==> config.mk <==
export PLATFORM = sky130hd
export DESIGN_NAME = vic_regfile_dbuf_flat
export DESIGN_NICKNAME = d
export VERILOG_FILES = /design/src/rtl/vic_regfile_dbuf_if.sv /design/src/rtl/vic_regfile_dbuf.sv /design/src/flat_wrapper.sv
export SDC_FILE = /design/constraint.sdc
export NUM_CORES = 1
export LEC_CHECK = 0
export ABC_AREA = 1
export BUFFER_PORTS_ARGS = -buffer_cell sky130_fd_sc_hd__buf_4
export CAP_MARGIN = 25
export CELL_PAD_IN_SITES_DETAIL_PLACEMENT = 0
export CELL_PAD_IN_SITES_GLOBAL_PLACEMENT = 2
export CORE_ASPECT_RATIO = 0.75
export CORE_MARGIN = 2
export CORE_UTILIZATION = 33
export DETAILED_ROUTE_END_ITERATION = 12
export GPL_TIMING_DRIVEN = 0
export MAX_ROUTING_LAYER = met4
export PLACE_DENSITY = 0.77
export SLEW_MARGIN = 10
export SYNTH_ARGS = -nofsm -noshare
export SYNTH_HDL_FRONTEND = slang
export SYNTH_SLANG_ARGS = --single-unit
export TNS_END_PERCENT = 50
==> constraint.sdc <==
create_clock -name i_clk -period 1.9 [get_ports i_clk]
set_input_delay 0.095 -clock i_clk [delete_from_list [all_inputs] [get_ports i_clk]]
set_output_delay 0.095 -clock i_clk [all_outputs]
set_load 0.005 [all_outputs]
==> src/rtl/vic_regfile_dbuf_if.sv <==
// vic_regfile_dbuf_if: CPU/video bus bundle for the double-buffered VIC register file.
//   Inputs to the register file:  i_VIC_regaddr, i_VIC_data, i_VIC_we, i_VIC_re,
//                                 i_commit, i_status
//   Outputs from the register file: o_VIC_data, o_rvalid, o_err, o_dirty,
//                                 o_commit_done, buffer
//   master: the CPU / frame-timing side driving the register file.
//   slave:  the register file itself.
interface vic_regfile_dbuf_if #(
    parameter int unsigned DATA_W   = 4,
    parameter int unsigned ADDR_W   = 5,
    parameter int unsigned NUM_REGS = 32
);
    logic [ADDR_W-1:0]          i_VIC_regaddr;
    logic [DATA_W-1:0]          i_VIC_data;
    logic                       i_VIC_we;
    logic                       i_VIC_re;
    logic [DATA_W-1:0]          o_VIC_data;
    logic                       o_rvalid;
    logic                       o_err;
    logic                       i_commit;
    logic [NUM_REGS*DATA_W-1:0] i_status;
    logic                       o_dirty;
    logic                       o_commit_done;
    logic [NUM_REGS*DATA_W-1:0] buffer;

    modport master (
        output i_VIC_regaddr, i_VIC_data, i_VIC_we, i_VIC_re, i_commit, i_status,
        input  o_VIC_data, o_rvalid, o_err, o_dirty, o_commit_done, buffer
    );

    modport slave (
        input  i_VIC_regaddr, i_VIC_data, i_VIC_we, i_VIC_re, i_commit, i_status,
        output o_VIC_data, o_rvalid, o_err, o_dirty, o_commit_done, buffer
    );
endinterface

==> src/rtl/vic_regfile_dbuf.sv <==
// vic_regfile_dbuf: double-buffered VIC register file.
//   The CPU writes/reads a shadow array; i_commit copies the shadow into the
//   active array in one cycle, and the active array drives the flattened
//   buffer to the video pipeline. Registers flagged in RO_MASK are status
//   registers loaded every cycle from i_status into both arrays.
// Ports:
//   i_clk    system clock
//   i_rst_n  asynchronous active-low reset
//   bus      vic_regfile_dbuf_if.slave (address/data/we/re, read data with
//            rvalid/err pulses, commit strobe, status inputs, dirty flag,
//            commit_done pulse, flattened active buffer)
module vic_regfile_dbuf #(
    parameter int unsigned         DATA_W    = 4,
    parameter int unsigned         ADDR_W    = 5,
    parameter int unsigned         NUM_REGS  = 32,
    parameter logic [NUM_REGS-1:0] RO_MASK   = '0,
    parameter bit                  IMMEDIATE = 1'b0
) (
    input  logic                 i_clk,
    input  logic                 i_rst_n,
    vic_regfile_dbuf_if.slave    bus
);
    typedef logic [DATA_W-1:0] reg_t;

    reg_t shadow_q [NUM_REGS];
    reg_t shadow_d [NUM_REGS];
    reg_t active_q [NUM_REGS];
    reg_t active_d [NUM_REGS];

    reg_t rdata_q, rdata_d;
    logic rvalid_q, rvalid_d;
    logic err_q, err_d;
    logic dirty_q, dirty_d;
    logic commit_done_q, commit_done_d;

    logic [NUM_REGS-1:0]        sel;
    logic                       in_range;
    logic                       ro_hit;
    logic                       wr_ok;
    reg_t                       rd_val;
    logic [NUM_REGS*DATA_W-1:0] buffer_w;

    // One-hot address decode; an address >= NUM_REGS selects nothing.
    always_comb begin
        sel    = '0;
        rd_val = '0;
        for (int unsigned i = 0; i < NUM_REGS; i++) begin
            sel[i] = (bus.i_VIC_regaddr == ADDR_W'(i));
            if (sel[i]) begin
                rd_val = shadow_q[i];
            end
        end
        in_range = |sel;
        ro_hit   = |(sel & RO_MASK);
        wr_ok    = bus.i_VIC_we && in_range && !ro_hit;
    end

    // Commit copies the post-write shadow, so a write in the commit cycle is
    // included. Status registers bypass both the CPU write and the commit.
    always_comb begin
        for (int unsigned i = 0; i < NUM_REGS; i++) begin
            shadow_d[i] = shadow_q[i];
            active_d[i] = active_q[i];
            if (RO_MASK[i]) begin
                shadow_d[i] = bus.i_status[i*DATA_W +: DATA_W];
                active_d[i] = bus.i_status[i*DATA_W +: DATA_W];
            end else begin
                if (wr_ok && sel[i]) begin
                    shadow_d[i] = bus.i_VIC_data;
                end
                if (bus.i_commit && !IMMEDIATE) begin
                    active_d[i] = shadow_d[i];
                end
            end
        end
    end

    // Reads sample shadow_q, which gives read-before-write on a same-address
    // we+re cycle.
    always_comb begin
        rdata_d       = rdata_q;
        rvalid_d      = bus.i_VIC_re;
        err_d         = (bus.i_VIC_we && (!in_range || ro_hit)) ||
                        (bus.i_VIC_re && !in_range);
        commit_done_d = bus.i_commit;
        if (bus.i_VIC_re) begin
            rdata_d = rd_val;
        end
        dirty_d = dirty_q;
        if (IMMEDIATE || bus.i_commit) begin
            dirty_d = 1'b0;
        end else if (wr_ok) begin
            dirty_d = 1'b1;
        end
    end

    always_ff @(posedge i_clk or negedge i_rst_n) begin
        if (!i_rst_n) begin
            for (int unsigned i = 0; i < NUM_REGS; i++) begin
                shadow_q[i] <= '0;
                active_q[i] <= '0;
            end
            rdata_q       <= '0;
            rvalid_q      <= 1'b0;
            err_q         <= 1'b0;
            dirty_q       <= 1'b0;
            commit_done_q <= 1'b0;
        end else begin
            for (int unsigned i = 0; i < NUM_REGS; i++) begin
                shadow_q[i] <= shadow_d[i];
                active_q[i] <= active_d[i];
            end
            rdata_q       <= rdata_d;
            rvalid_q      <= rvalid_d;
            err_q         <= err_d;
            dirty_q       <= dirty_d;
            commit_done_q <= commit_done_d;
        end
    end

    always_comb begin
        buffer_w = '0;
        for (int unsigned i = 0; i < NUM_REGS; i++) begin
            buffer_w[i*DATA_W +: DATA_W] = IMMEDIATE ? shadow_q[i] : active_q[i];
        end
    end

    assign bus.buffer        = buffer_w;
    assign bus.o_VIC_data    = rdata_q;
    assign bus.o_rvalid      = rvalid_q;
    assign bus.o_err         = err_q;
    assign bus.o_dirty       = dirty_q;
    assign bus.o_commit_done = commit_done_q;

endmodule

==> src/flat_wrapper.sv <==
// flat-port wrapper written by rule: the top's interface ports become plain ports
module vic_regfile_dbuf_flat 
#(
    parameter int unsigned         DATA_W    = 4,
    parameter int unsigned         ADDR_W    = 5,
    parameter int unsigned         NUM_REGS  = 32,
    parameter logic [NUM_REGS-1:0] RO_MASK   = '0,
    parameter bit                  IMMEDIATE = 1'b0
)
  (i_clk, i_rst_n, bus_i_VIC_regaddr, bus_i_VIC_data, bus_i_VIC_we, bus_i_VIC_re, bus_i_commit, bus_i_status, bus_o_VIC_data, bus_o_rvalid, bus_o_err, bus_o_dirty, bus_o_commit_done, bus_buffer);
  vic_regfile_dbuf_if #(.DATA_W(DATA_W), .ADDR_W(ADDR_W), .NUM_REGS(NUM_REGS)) bus_i ();
  input  logic i_clk;
  input  logic i_rst_n;
  input wire logic [$bits(bus_i.i_VIC_regaddr)-1:0] bus_i_VIC_regaddr;
  input wire logic [$bits(bus_i.i_VIC_data)-1:0] bus_i_VIC_data;
  input wire logic [$bits(bus_i.i_VIC_we)-1:0] bus_i_VIC_we;
  input wire logic [$bits(bus_i.i_VIC_re)-1:0] bus_i_VIC_re;
  input wire logic [$bits(bus_i.i_commit)-1:0] bus_i_commit;
  input wire logic [$bits(bus_i.i_status)-1:0] bus_i_status;
  output wire logic [$bits(bus_i.o_VIC_data)-1:0] bus_o_VIC_data;
  output wire logic [$bits(bus_i.o_rvalid)-1:0] bus_o_rvalid;
  output wire logic [$bits(bus_i.o_err)-1:0] bus_o_err;
  output wire logic [$bits(bus_i.o_dirty)-1:0] bus_o_dirty;
  output wire logic [$bits(bus_i.o_commit_done)-1:0] bus_o_commit_done;
  output wire logic [$bits(bus_i.buffer)-1:0] bus_buffer;
  assign bus_i.i_VIC_regaddr = bus_i_VIC_regaddr;
  assign bus_i.i_VIC_data = bus_i_VIC_data;
  assign bus_i.i_VIC_we = bus_i_VIC_we;
  assign bus_i.i_VIC_re = bus_i_VIC_re;
  assign bus_i.i_commit = bus_i_commit;
  assign bus_i.i_status = bus_i_status;
  assign bus_o_VIC_data = bus_i.o_VIC_data;
  assign bus_o_rvalid = bus_i.o_rvalid;
  assign bus_o_err = bus_i.o_err;
  assign bus_o_dirty = bus_i.o_dirty;
  assign bus_o_commit_done = bus_i.o_commit_done;
  assign bus_buffer = bus_i.buffer;
  vic_regfile_dbuf #(.DATA_W(DATA_W), .ADDR_W(ADDR_W), .NUM_REGS(NUM_REGS), .RO_MASK(RO_MASK), .IMMEDIATE(IMMEDIATE)) u_core (.i_clk(i_clk), .i_rst_n(i_rst_n), .bus(bus_i));
endmodule
==> metrics, run 1 <==
Fin. Hold Viols=0; die width=214.2 um; Clk Latency, worst-skew pair=0.55 ns; CP Buf/Inv Count=0; Top Ports=278; Fin Hold WS=0.03959 ns; failing checks=setup timing; Placed Area=0.01268 sq mm; via count=7843; syn nets=1211; CP required=2.34 ns; RSZ-0062 raised after global routing=yes; Crit Path Class=reg -> reg; grt ovf=0; worst-margin pin slew=1.026 ns; routability cong.=0.8338; Area growth, synth to finish=25.77%; pin count of the biggest net entering global routing=71; setup ws final=-0.4464 ns; Most Frequent Cell on Critical Path=nand2_1; Setup-failing EPs final=4; fillers=3229; Critical-path top delay cell=dfrtp_1; CTS max path bufs=3; drt drc=0; DR vias/cell=4.571; 1st-pass router iterations=5; Worst setup EP type=flop; vias in the first global route=7897; status=complete, but fails checks; post-layout net count=1395; Synth Register Bits=264; H-tree lvl count=1; fmax=426.2 MHz; origin of the critical flop-to-flop path=u_core.shadow_q[122]$_DFF_PN0_; Max Cap Viol=0; Crit path max-delay family=simple AND/OR/NAND/NOR gates; Core ar.=0.03252 sq mm; synthesized cell area=0.01093 sq mm; Initial DRC Count=531; crit path cell chain=nand2_1 -> nand2_1 -> nor2_2 -> nand4_1 -> nand2_1 -> nand3_2 -> nand2_2 -> nand4_1 -> nor2_1 -> nand4_1 -> nand2_1 -> nand4_1 -> nand2_1 -> nand3_2 -> nand2_2 -> nand4_1 -> nand2_1 -> nand3_2 -> nand2_2 -> nand2_1; peak supply drop=492.9 uV; total wire length=30290 um; initial antenna violation count=0; Tcrit/Tclk final=123.5%; arrival time at the worst endpoint=2.78 ns; Power Density=1160 mW/mm^2; warnings from Yosys=0; crit path time final=2.346 ns; fraction of layout cells with a size suffix above 1=29.12%; Critical Path Source Type=flop; global-route wire length before repair=47000 um; Die Ht=161.6 um; DP Wirelength=21730 um; max-slew violation count=0; Starting Density=33.61%; Crit. Startpoint=u_core.shadow_q[122]$_DFF_PN0_; beginning of the worst hold path=bus_i_VIC_data[1]; ANT nets after route=0; setup TNS=-1.597 ns; Leak=6.723 nW; register area share after synthesis=60.44%; Tightest Hold Check Type=in -> reg; max incr delay on CP=0.40 ns; crit-path max FO=2; Distinct cells, synth=23; cell area after layout=0.01375 sq mm; total CTS buffers=28; PnR Total Power=0.01594 W; Clock transition at path regs=0.06 ns; clock skew=0.008246 ns; Mapped Cells=1069; Cell Rows=57; clk root buf=clkbuf_16; n_diodes=0; # port buffers=147; CTS sink count=264; GRT Overall Usage=17.99%; CTS tree=done; WL/cell=17.65 um; die area=0.03461 sq mm; Mean Syn Cell Area=10.22 sq um; Rel. slew slack=31.63%
==> path summary, 6_finish.rpt <==
kind                                                         to  slack (ns)  cells after the start
max                        u_core.bus.o_VIC_data[2]$_DFFE_PN0P_       -0.45                     20
min                              u_core.shadow_q[105]$_DFF_PN0_        0.04                      3
max reg2reg                u_core.bus.o_VIC_data[2]$_DFFE_PN0P_       -0.45                     20
min reg2reg                u_core.bus.o_VIC_data[3]$_DFFE_PN0P_        0.48                      2
max in group asynchronous         u_core.shadow_q[51]$_DFF_PN0_        0.33                      5
min in group asynchronous     u_core.bus.buffer[26]$_DFFE_PN0P_        0.10                      2
==> placed cells by master, fill, tap and decap left out, drive strengths merged, types with 17 or more instances in the layout <==
master | netlist | routed
buf | 4 | 154
clkbuf | 30 | 66
dfrtp | 264 | 264
inv | 68 | 68
mux2 | 128 | 128
nand2 | 320 | 320
nand3 | 17 | 17
nand4 | 22 | 22
nor2 | 50 | 50
o21ai | 133 | 133
==> stage by stage <==
step	utilization, %	setup slack [ns]	cells
after floorplan	-	0.1356	1069
after global placement	38.70	-1.600	1658
after detailed placement	38.98	-0.8941	1661
after CTS	42.12	-0.5267	1716
after global routing	42.27	-0.7153	1716
final	42.27	-0.4464	1716
==> report_power, final <==
part	total (W)	leakage (nW)	switching (W)	internal, W
sequential	0.00740	3.42	0.000649	0.00675
clock	0.00571	0.479	0.00227	0.00344
combinational	0.00284	2.82	0.00132	0.00152
total	0.0159	6.72	0.00424	0.0117
==> cell usage after synthesis <==
cell type	count	area (sq um)
inv_2	5	18.77
buf_6	1	11.26
nand4_1	22	137.6
mux2_2	128	1441
nand3_1	17	85.08
nor2_2	2	12.51
nor2_1	47	176.4
nor3_1	4	20.02
nor3_4	1	16.27
clkbuf_1	30	112.6
nand2_1	319	1197
nand2_2	1	6.260
and2_1	1	6.260
buf_2	3	15.01
inv_1	63	236.5
a21oi_1	10	50.05
or2_0	3	18.77
conb_1	1	3.750
dfrtp_1	264	6606
o22ai_1	1	6.260
nor2_4	1	11.26
o21ai_0	133	665.6
or2_2	12	75.07
==> tightest hold or removal path, stage by stage <==
cell and delay (ns):
buf_4 0.07, inv_1 0.12, o21ai_0 0.25
==> repair_timing <==
| item | 4_1_cts | 5_1_grt |
|---|---|---|
| buffers inserted | 0 | 0 |
| setup endpoints to repair | 5 | 10 |
| hold endpoints to repair | 135 | 0 |
| gates resized for setup | 6 | 14 |
| pin swaps | 1 | 10 |
| hold buffers | 4 | 0 |
==> sequential cells by signal (all words and copies together), names as in the netlist <==
| signal | flops |
|---|---|
| u_core.bus.o_dirty | 1 |
| u_core.bus.o_err | 1 |
| u_core.bus.buffer | 128 |
| u_core.bus.o_rvalid | 1 |
| u_core.bus.o_commit_done | 1 |
| u_core.bus.o_VIC_data | 4 |
| u_core.shadow_q | 128 |
==> cell families (layout without fill, tap and decap cells) <==
kind of cell / count (synthesis) / in the layout / share of synthesized area (%)
other: 1 / 1 / 0.03431
DFF: 264 / 264 / 60.44
muxes: 128 / 128 / 13.19
AOI/OAI and AO/OA: 144 / 144 / 6.605
and+or+nand+nor: 430 / 430 / 16.13
buffers and inverters: 102 / 307 / 3.606
==> metal layers <==
| metal | up-vias | track usage, % | share of wire (%) |
|---|---|---|---|
| met5 | - | - | 0 |
| met1 | 3753 | 27.88 | 53 |
| li1 | 3895 | - | - |
| met2 | 161 | 25.09 | 42 |
| met4 | 0 | 2.652 | 1.4 |
| met3 | 34 | 2.750 | 3.8 |
==> area by class of cell <==
type / instances / area, sq um / area share (%)
clock buffer: 36 / 782.0 / 5.689
sequential: 264 / 6606 / 48.06
timing repair buffer: 154 / 1234 / 8.974
tap: 442 / 553.0 / 4.023
clock inverter: 15 / 177.7 / 1.292
buffer: 34 / 138.9 / 1.010
inverter: 68 / 255.2 / 1.857
multi-input combinational: 703 / 4000 / 29.10
Power figures use the tool's default switching activity.
==> run 2: changes to the inputs <==
--- a/config.mk
+++ b/config.mk
@@ -13,10 +13,12 @@
 export CORE_ASPECT_RATIO = 0.75
 export CORE_MARGIN = 2
 export CORE_UTILIZATION = 33
+export CTS_BUF_LIST = sky130_fd_sc_hd__clkbuf_4 sky130_fd_sc_hd__clkbuf_8 sky130_fd_sc_hd__clkbuf_16
 export DETAILED_ROUTE_END_ITERATION = 12
 export GPL_TIMING_DRIVEN = 0
 export MAX_ROUTING_LAYER = met4
 export PLACE_DENSITY = 0.77
+export REMOVE_ABC_BUFFERS = 1
 export SLEW_MARGIN = 10
 export SYNTH_ARGS = -nofsm -noshare
 export SYNTH_HDL_FRONTEND = slang
==> run 2 against run 1 <==
Via count grew 0.52%. Utilization shrank 0.22 points. Largest cell class unchanged. Sequential cell count unchanged. The flow still finishes with violations (setup timing). Design area shrank 0.52%. Sequential share of layout area is 0.25 points higher.
==> metrics, run 2 (same netlist as run 1, synthesis figures left out) <==
total CTS buffers=29; max incr delay on CP=0.38 ns; Critical Path Source Type=flop; clk root buf=clkbuf_16; crit-path max FO=2; pin count of the biggest net entering global routing=108; total wire length=29760 um; arrival time at the worst endpoint=3.13 ns; Rel. slew slack=45.78%; met1 usage=26.72%; Cell Int Power=0.01154 W; Critical-path top delay cell=dfrtp_1; sw frac=27.23%; via count=7884; DP Wirelength=19550 um; Setup-failing EPs final=8; Core ar.=0.03252 sq mm; initial antenna violation count=0; fraction of layout cells with a size suffix above 1=31.48%; Tightest Hold Check Type=in -> reg; fillers=3237; most common cell after layout, fill and taps aside=nand2_1; met2 usage=25.00%; # port buffers=149; r2r worst-path depth=20; beginning of the worst hold path=bus_i_VIC_we; Cell Rows=57; Fin. Hold Viols=0; Hold Path Depth=3; most frequent cells in the layout=307 x nand2_1, 264 x dfrtp_1, 147 x buf_4, 133 x o21ai_0, 128 x mux2_2; die area=0.03461 sq mm; Crit Path Class=reg -> reg; GR Util met3=3.202%; cell area after layout=0.01368 sq mm; Power Density=1160 mW/mm^2; Starting Density=33.61%; Worst Hold End=u_core.bus.o_dirty$_DFFE_PN0P_; crit path cell chain=nand2_1 -> nand2_2 -> nor2_4 -> nand4_1 -> nand2_1 -> nand3_1 -> nand2_1 -> nand4_1 -> nor2_2 -> nand4_1 -> nand2_1 -> nand4_1 -> nand2_1 -> nand3_1 -> nand2_1 -> nand4_1 -> nand2_2 -> nand3_2 -> nand2_2 -> nand2_1; Crit path max-delay family=simple AND/OR/NAND/NOR gates; Most Crowded Layer GR=met1; r2r setup slk=-0.78 ns; Tcrit/Tclk final=141.3%; Worst setup EP type=flop; Initial DRC Count=509; Area growth, synth to finish=25.11%; Max Cap Viol=0; CP required=2.35 ns; GRT Overall Usage=17.71%; final cell count without fillers=1684; sequential share of power=46.6%; fmax=372.6 MHz; CP Buf/Inv Count=0; reg2reg end=u_core.bus.o_VIC_data[2]$_DFFE_PN0P_; global-route wire length before repair=46340 um; n_diodes=0; Leak=6.713 nW; Die Ht=161.6 um; ANT nets after route=0; status=complete, but fails checks; origin of the critical flop-to-flop path=u_core.shadow_q[126]$_DFF_PN0_; post-layout net count=1363; CTS max path bufs=3; DR vias/cell=4.682; PnR Total Power=0.01586 W; Net Switching=0.004319 W; max-slew violation count=0; Placed Area=0.01256 sq mm; setup ws final=-0.7841 ns; vias in the first global route=7712; clock skew=0.009224 ns; CTS tree=done; die width=214.2 um; grt ovf=0; Clk Latency, worst-skew pair=0.55 ns; H-tree lvl count=1; crit path time final=2.684 ns; dpl cells=1629; Logic pwr share=17.8%; 1st-pass router iterations=4; routability cong.=0.7608; Clk pwr share=35.6%; Most Frequent Cell on Critical Path=nand2_1; failing checks=setup timing; peak supply drop=618.9 uV; drt drc=0; worst-margin pin slew=0.8122 ns; Clock transition at path regs=0.06 ns; RSZ-0062 raised after global routing=yes; CTS sink count=264; Top Ports=278; WL/cell=17.67 um
[run 2: changes by cell type in the layout (fill, tap and decap cells not counted), moves of 4 or more]
cell,delta
nand3_2,+5
inv_1,-5
nand3_1,-5
nor2_1,-4
clkbuf_1,-34
nor2_4,+5
inv_2,+4
[run 2: power by group through the flow]
stage | sequential, W | clock (W) | combinational, W
floorplan | 0.00737 | 0 | 0.00118
global placement | 0.00747 | 0 | 0.00278
detailed placement | 0.00748 | 0 | 0.00284
CTS | 0.00740 | 0.00583 | 0.00287
global route | 0.00753 | 0.00606 | 0.00315
finish | 0.00739 | 0.00565 | 0.00282
[run 2: timing repair]
item | 4_1_cts | 5_1_grt
cloned | 0 | 1
pin swaps | 11 | 12
gates resized for setup | 25 | 13
endpoints found under the setup margin | 8 | 13
buffers inserted | 0 | 0
hold endpoints to repair | 138 | 0
hold buffers | 2 | 0
[run 2: cell type report]
type | count | area, sq um | share of cell area, %
tap | 442 | 553.0 | 4.044
clock inverter | 16 | 145.1 | 1.061
inverter | 68 | 259.0 | 1.894
timing repair buffer | 154 | 1232 | 9.012
sequential | 264 | 6606 | 48.31
timing repair inverter | 1 | 7.507 | 0.05489
multi-input combinational | 703 | 4063 | 29.71
clock buffer | 36 | 809.5 | 5.919
[run 2: layer usage]
metal	vias to the layer above	share of wire, %
li1	3838	-
met1	3858	53
met2	151	41
met3	37	4.6
met4	0	1.5
met5	-	0
[run 2: per-stage QoR]
stage | worst slack, ns | setup TNS [ns] | hold WS [ns] | utilization, %
2_1_floorplan | 0.1712 | 0 | -0.2006 | -
3_3_place_gp | -1.615 | -467.33 | 0.2436 | 38.32
3_5_place_dp | -1.500 | -31.57 | 0.07369 | 38.61
4_1_cts | -0.8489 | -3.747 | 0.04400 | 41.89
5_1_grt | -1.009 | -4.548 | 0.1004 | 42.05
6_report | -0.7841 | -2.832 | 0.05695 | 42.05
[run 2: worst min-delay path, delay by kind of cell]
| family | cells | cell delay (ns) |
|---|---|---|
| buffers and inverters | 1 | 0.27 |
| AND/OR/NAND/NOR | 2 | 0.20 |
[run 2: how the worst max path moves through the flow]
stage | startpoint | end | slack, ns | cells past startpoint
after floorplan | bus_i_VIC_regaddr[0] | u_core.bus.o_VIC_data[2]$_DFFE_PN0P_ | 0.17 | 22
after CTS | u_core.shadow_q[124]$_DFF_PN0_ | u_core.bus.o_VIC_data[0]$_DFFE_PN0P_ | -0.85 | 20
after global routing | u_core.shadow_q[123]$_DFF_PN0_ | u_core.bus.o_VIC_data[3]$_DFFE_PN0P_ | -1.01 | 20
after global placement | i_rst_n | u_core.bus.buffer[91]$_DFFE_PN0P_ | -1.62 | 1
final | u_core.shadow_q[126]$_DFF_PN0_ | u_core.bus.o_VIC_data[2]$_DFFE_PN0P_ | -0.78 | 20
after detailed placement | bus_i_VIC_regaddr[4] | u_core.bus.o_VIC_data[0]$_DFFE_PN0P_ | -1.50 | 22
==> run 3: changes to the inputs <==
--- a/config.mk
+++ b/config.mk
@@ -11,7 +11,7 @@
 export CELL_PAD_IN_SITES_DETAIL_PLACEMENT = 0
 export CELL_PAD_IN_SITES_GLOBAL_PLACEMENT = 2
 export CORE_ASPECT_RATIO = 0.75
-export CORE_MARGIN = 2
+export CORE_MARGIN = 1
 export CORE_UTILIZATION = 33
 export CTS_BUF_LIST = sky130_fd_sc_hd__clkbuf_4 sky130_fd_sc_hd__clkbuf_8 sky130_fd_sc_hd__clkbuf_16
 export DETAILED_ROUTE_END_ITERATION = 12
==> run 3 against run 2 <==
The flow still finishes with violations (setup timing). Global-route usage up 0.63 points. Clock skew increased by 0.0027 ns. Wire length down 0.93%. Die area fell by 2.2%. Sequential cell count is the same. Clock power is 3% lower. Combinational power hardly changed. First-iteration DRC count shrank 16%. Setup slack better by 0.055 ns. Clock-buffer cell count fell by 2. Critical endpoint unchanged.
==> metrics, run 3 (same netlist as run 1, synthesis figures left out) <==
Die Ht=159.6 um; Worst setup EP type=flop; crit path cell chain=nand2_1 -> nand2_1 -> nor2_2 -> nand4_1 -> nand2_1 -> nand3_1 -> nand2_1 -> nand4_1 -> nor2_4 -> nand4_1 -> nand2_1 -> nand4_1 -> nand2_1 -> nand3_1 -> nand2_1 -> nand4_1 -> nand2_2 -> nand3_1 -> nand2_1 -> nand2_1; die width=212.2 um; r2r worst-path depth=20; WL/cell=17.52 um; origin of the critical flop-to-flop path=u_core.shadow_q[122]$_DFF_PN0_; max incr delay on CP=0.39 ns; Core ar.=0.03252 sq mm; RSZ-0062 raised after global routing=yes; Critical Path Source Type=flop; n_diodes=0; clk root buf=clkbuf_16; Setup-failing EPs final=4; worst-margin pin slew=0.7994 ns; routability cong.=0.7561; grt ovf=0; Starting Density=33.61%; status=complete, but fails checks; CTS tree=done; initial antenna violation count=0; Worst Hold End=u_core.bus.o_dirty$_DFFE_PN0P_; area of the multi-input gates=0.004048 sq mm; crit path time final=2.630 ns; via count=7730; register area=0.006606 sq mm; Crit Path Class=reg -> reg; total wire length=29490 um; final core utilization=41.91%; Clock transition at path regs=0.06 ns; beginning of the worst hold path=bus_i_VIC_we; Most Frequent Cell on Critical Path=nand2_1; Tightest Hold Check Type=in -> reg; drt drc=0; Area growth, synth to finish=24.69%; GRT Overall Usage=18.35%; crit-path max FO=2; 1st-pass router iterations=5; Critical-path top delay cell=dfrtp_1; most common cell after layout, fill and taps aside=nand2_1; Clk Latency, worst-skew pair=0.56 ns; CP required=2.34 ns; vias in the first global route=7851; H-tree lvl count=1; Fin. Hold Viols=0; Placed Area=0.01256 sq mm; CTS max path bufs=3; Rel. slew slack=46.63%; post-layout net count=1362; Cell Rows=57; Power Density=1149 mW/mm^2; ANT nets after route=0; Place WS=-1.508 ns; Top Ports=278; DP Wirelength=19590 um; Max Cap Viol=0; arrival time at the worst endpoint=3.07 ns; Initial DRC Count=429; Hold Path Depth=3; Tcrit/Tclk final=138.4%; die area=0.03386 sq mm; r2r setup slk=-0.73 ns; setup ws final=-0.7295 ns; Leak=6.672 nW; reg2reg end=u_core.bus.o_VIC_data[2]$_DFFE_PN0P_; DR vias/cell=4.593; fmax=380.3 MHz; max-slew violation count=0; peak supply drop=690.9 uV; fraction of layout cells with a size suffix above 1=31.18%; fillers=3243; global-route wire length before repair=46570 um; failing checks=setup timing; setup bufs post-CTS=0; total CTS buffers=28; # port buffers=149; cell area after layout=0.01363 sq mm; pin count of the biggest net entering global routing=101; CTS sink count=264; most frequent cells in the layout=310 x nand2_1, 264 x dfrtp_1, 147 x buf_4, 133 x o21ai_0, 128 x mux2_2; clock skew=0.01193 ns
## run 3: cell types whose count changed in the layout (fill, tap and decap cells not counted), moves of 2 or more
cell,change
nand2_1,+3
nand2_2,-3
nor2_2,+2
nand3_2,-2
clkinv_2,-4
clkinv_4,+2
clkinvlp_4,+3
nand3_1,+2
## run 3: repair_timing
item	CTS	global route
resized for setup	16	17
pin swaps	3	11
endpoints found under the setup margin	8	17
hold buffers	2	0
endpoints found under the hold margin	103	0
cloned	0	1
## run 3: final cells by class
type | count | share of cell area [%]
flip-flops and latches | 264 | 48.47
multi-input cells | 703 | 29.70
repair buffers | 154 | 9.043
clock buffers | 34 | 5.784
well taps | 442 | 4.058
inverters | 68 | 1.900
clock inverters | 17 | 1.010
repair inverters | 1 | 0.03672
## run 3: stage by stage
step	hold WS (ns)	TNS (ns)	std cells	power [W]
after floorplan	-0.2006	0	1035	0.008550
after global placement	0.2429	-464.93	1626	0.01025
after detailed placement	0.2110	-29.24	1629	0.01032
after CTS	0.04202	-3.407	1682	0.01591
after global routing	0.1202	-7.212	1683	0.01655
final	0.05196	-2.605	1683	0.01566
## run 3: critical path: cells and delay by family, from the launching register on
| family | cells | cell delay [ns] |
|---|---|---|
| and+or+nand+nor | 20 | 2.15 |
| DFF | 1 | 0.39 |
## run 3: how the worst max path moves through the flow
stage / start / end / slack, ns / cells past startpoint
floorplan: bus_i_VIC_regaddr[0] / u_core.bus.o_VIC_data[2]$_DFFE_PN0P_ / 0.17 / 22
global placement: i_rst_n / u_core.bus.buffer[102]$_DFFE_PN0P_ / -1.61 / 1
detailed placement: bus_i_VIC_regaddr[4] / u_core.bus.o_VIC_data[2]$_DFFE_PN0P_ / -1.51 / 22
CTS: u_core.shadow_q[122]$_DFF_PN0_ / u_core.bus.o_VIC_data[2]$_DFFE_PN0P_ / -0.83 / 20
global route: u_core.shadow_q[122]$_DFF_PN0_ / u_core.bus.o_VIC_data[2]$_DFFE_PN0P_ / -1.0 / 20
finish: u_core.shadow_q[122]$_DFF_PN0_ / u_core.bus.o_VIC_data[2]$_DFFE_PN0P_ / -0.73 / 20
## run 3: per-layer routing
metal	part of all wire [%]	track usage (%)	vias to the layer above
li1	-	-	3825
met1	53	27.95	3734
met2	42	25.54	136
met3	3.8	3.107	35
met4	1.4	3.228	0
met5	0	-	-
## run 3: where the power goes
| part | switching (W) | total [W] | internal (W) |
|---|---|---|---|
| combinational | 0.00131 | 0.00281 | 0.00151 |
| sequential | 0.000639 | 0.00738 | 0.00675 |
| clock | 0.00236 | 0.00547 | 0.00311 |
| total | 0.00431 | 0.0157 | 0.0114 |
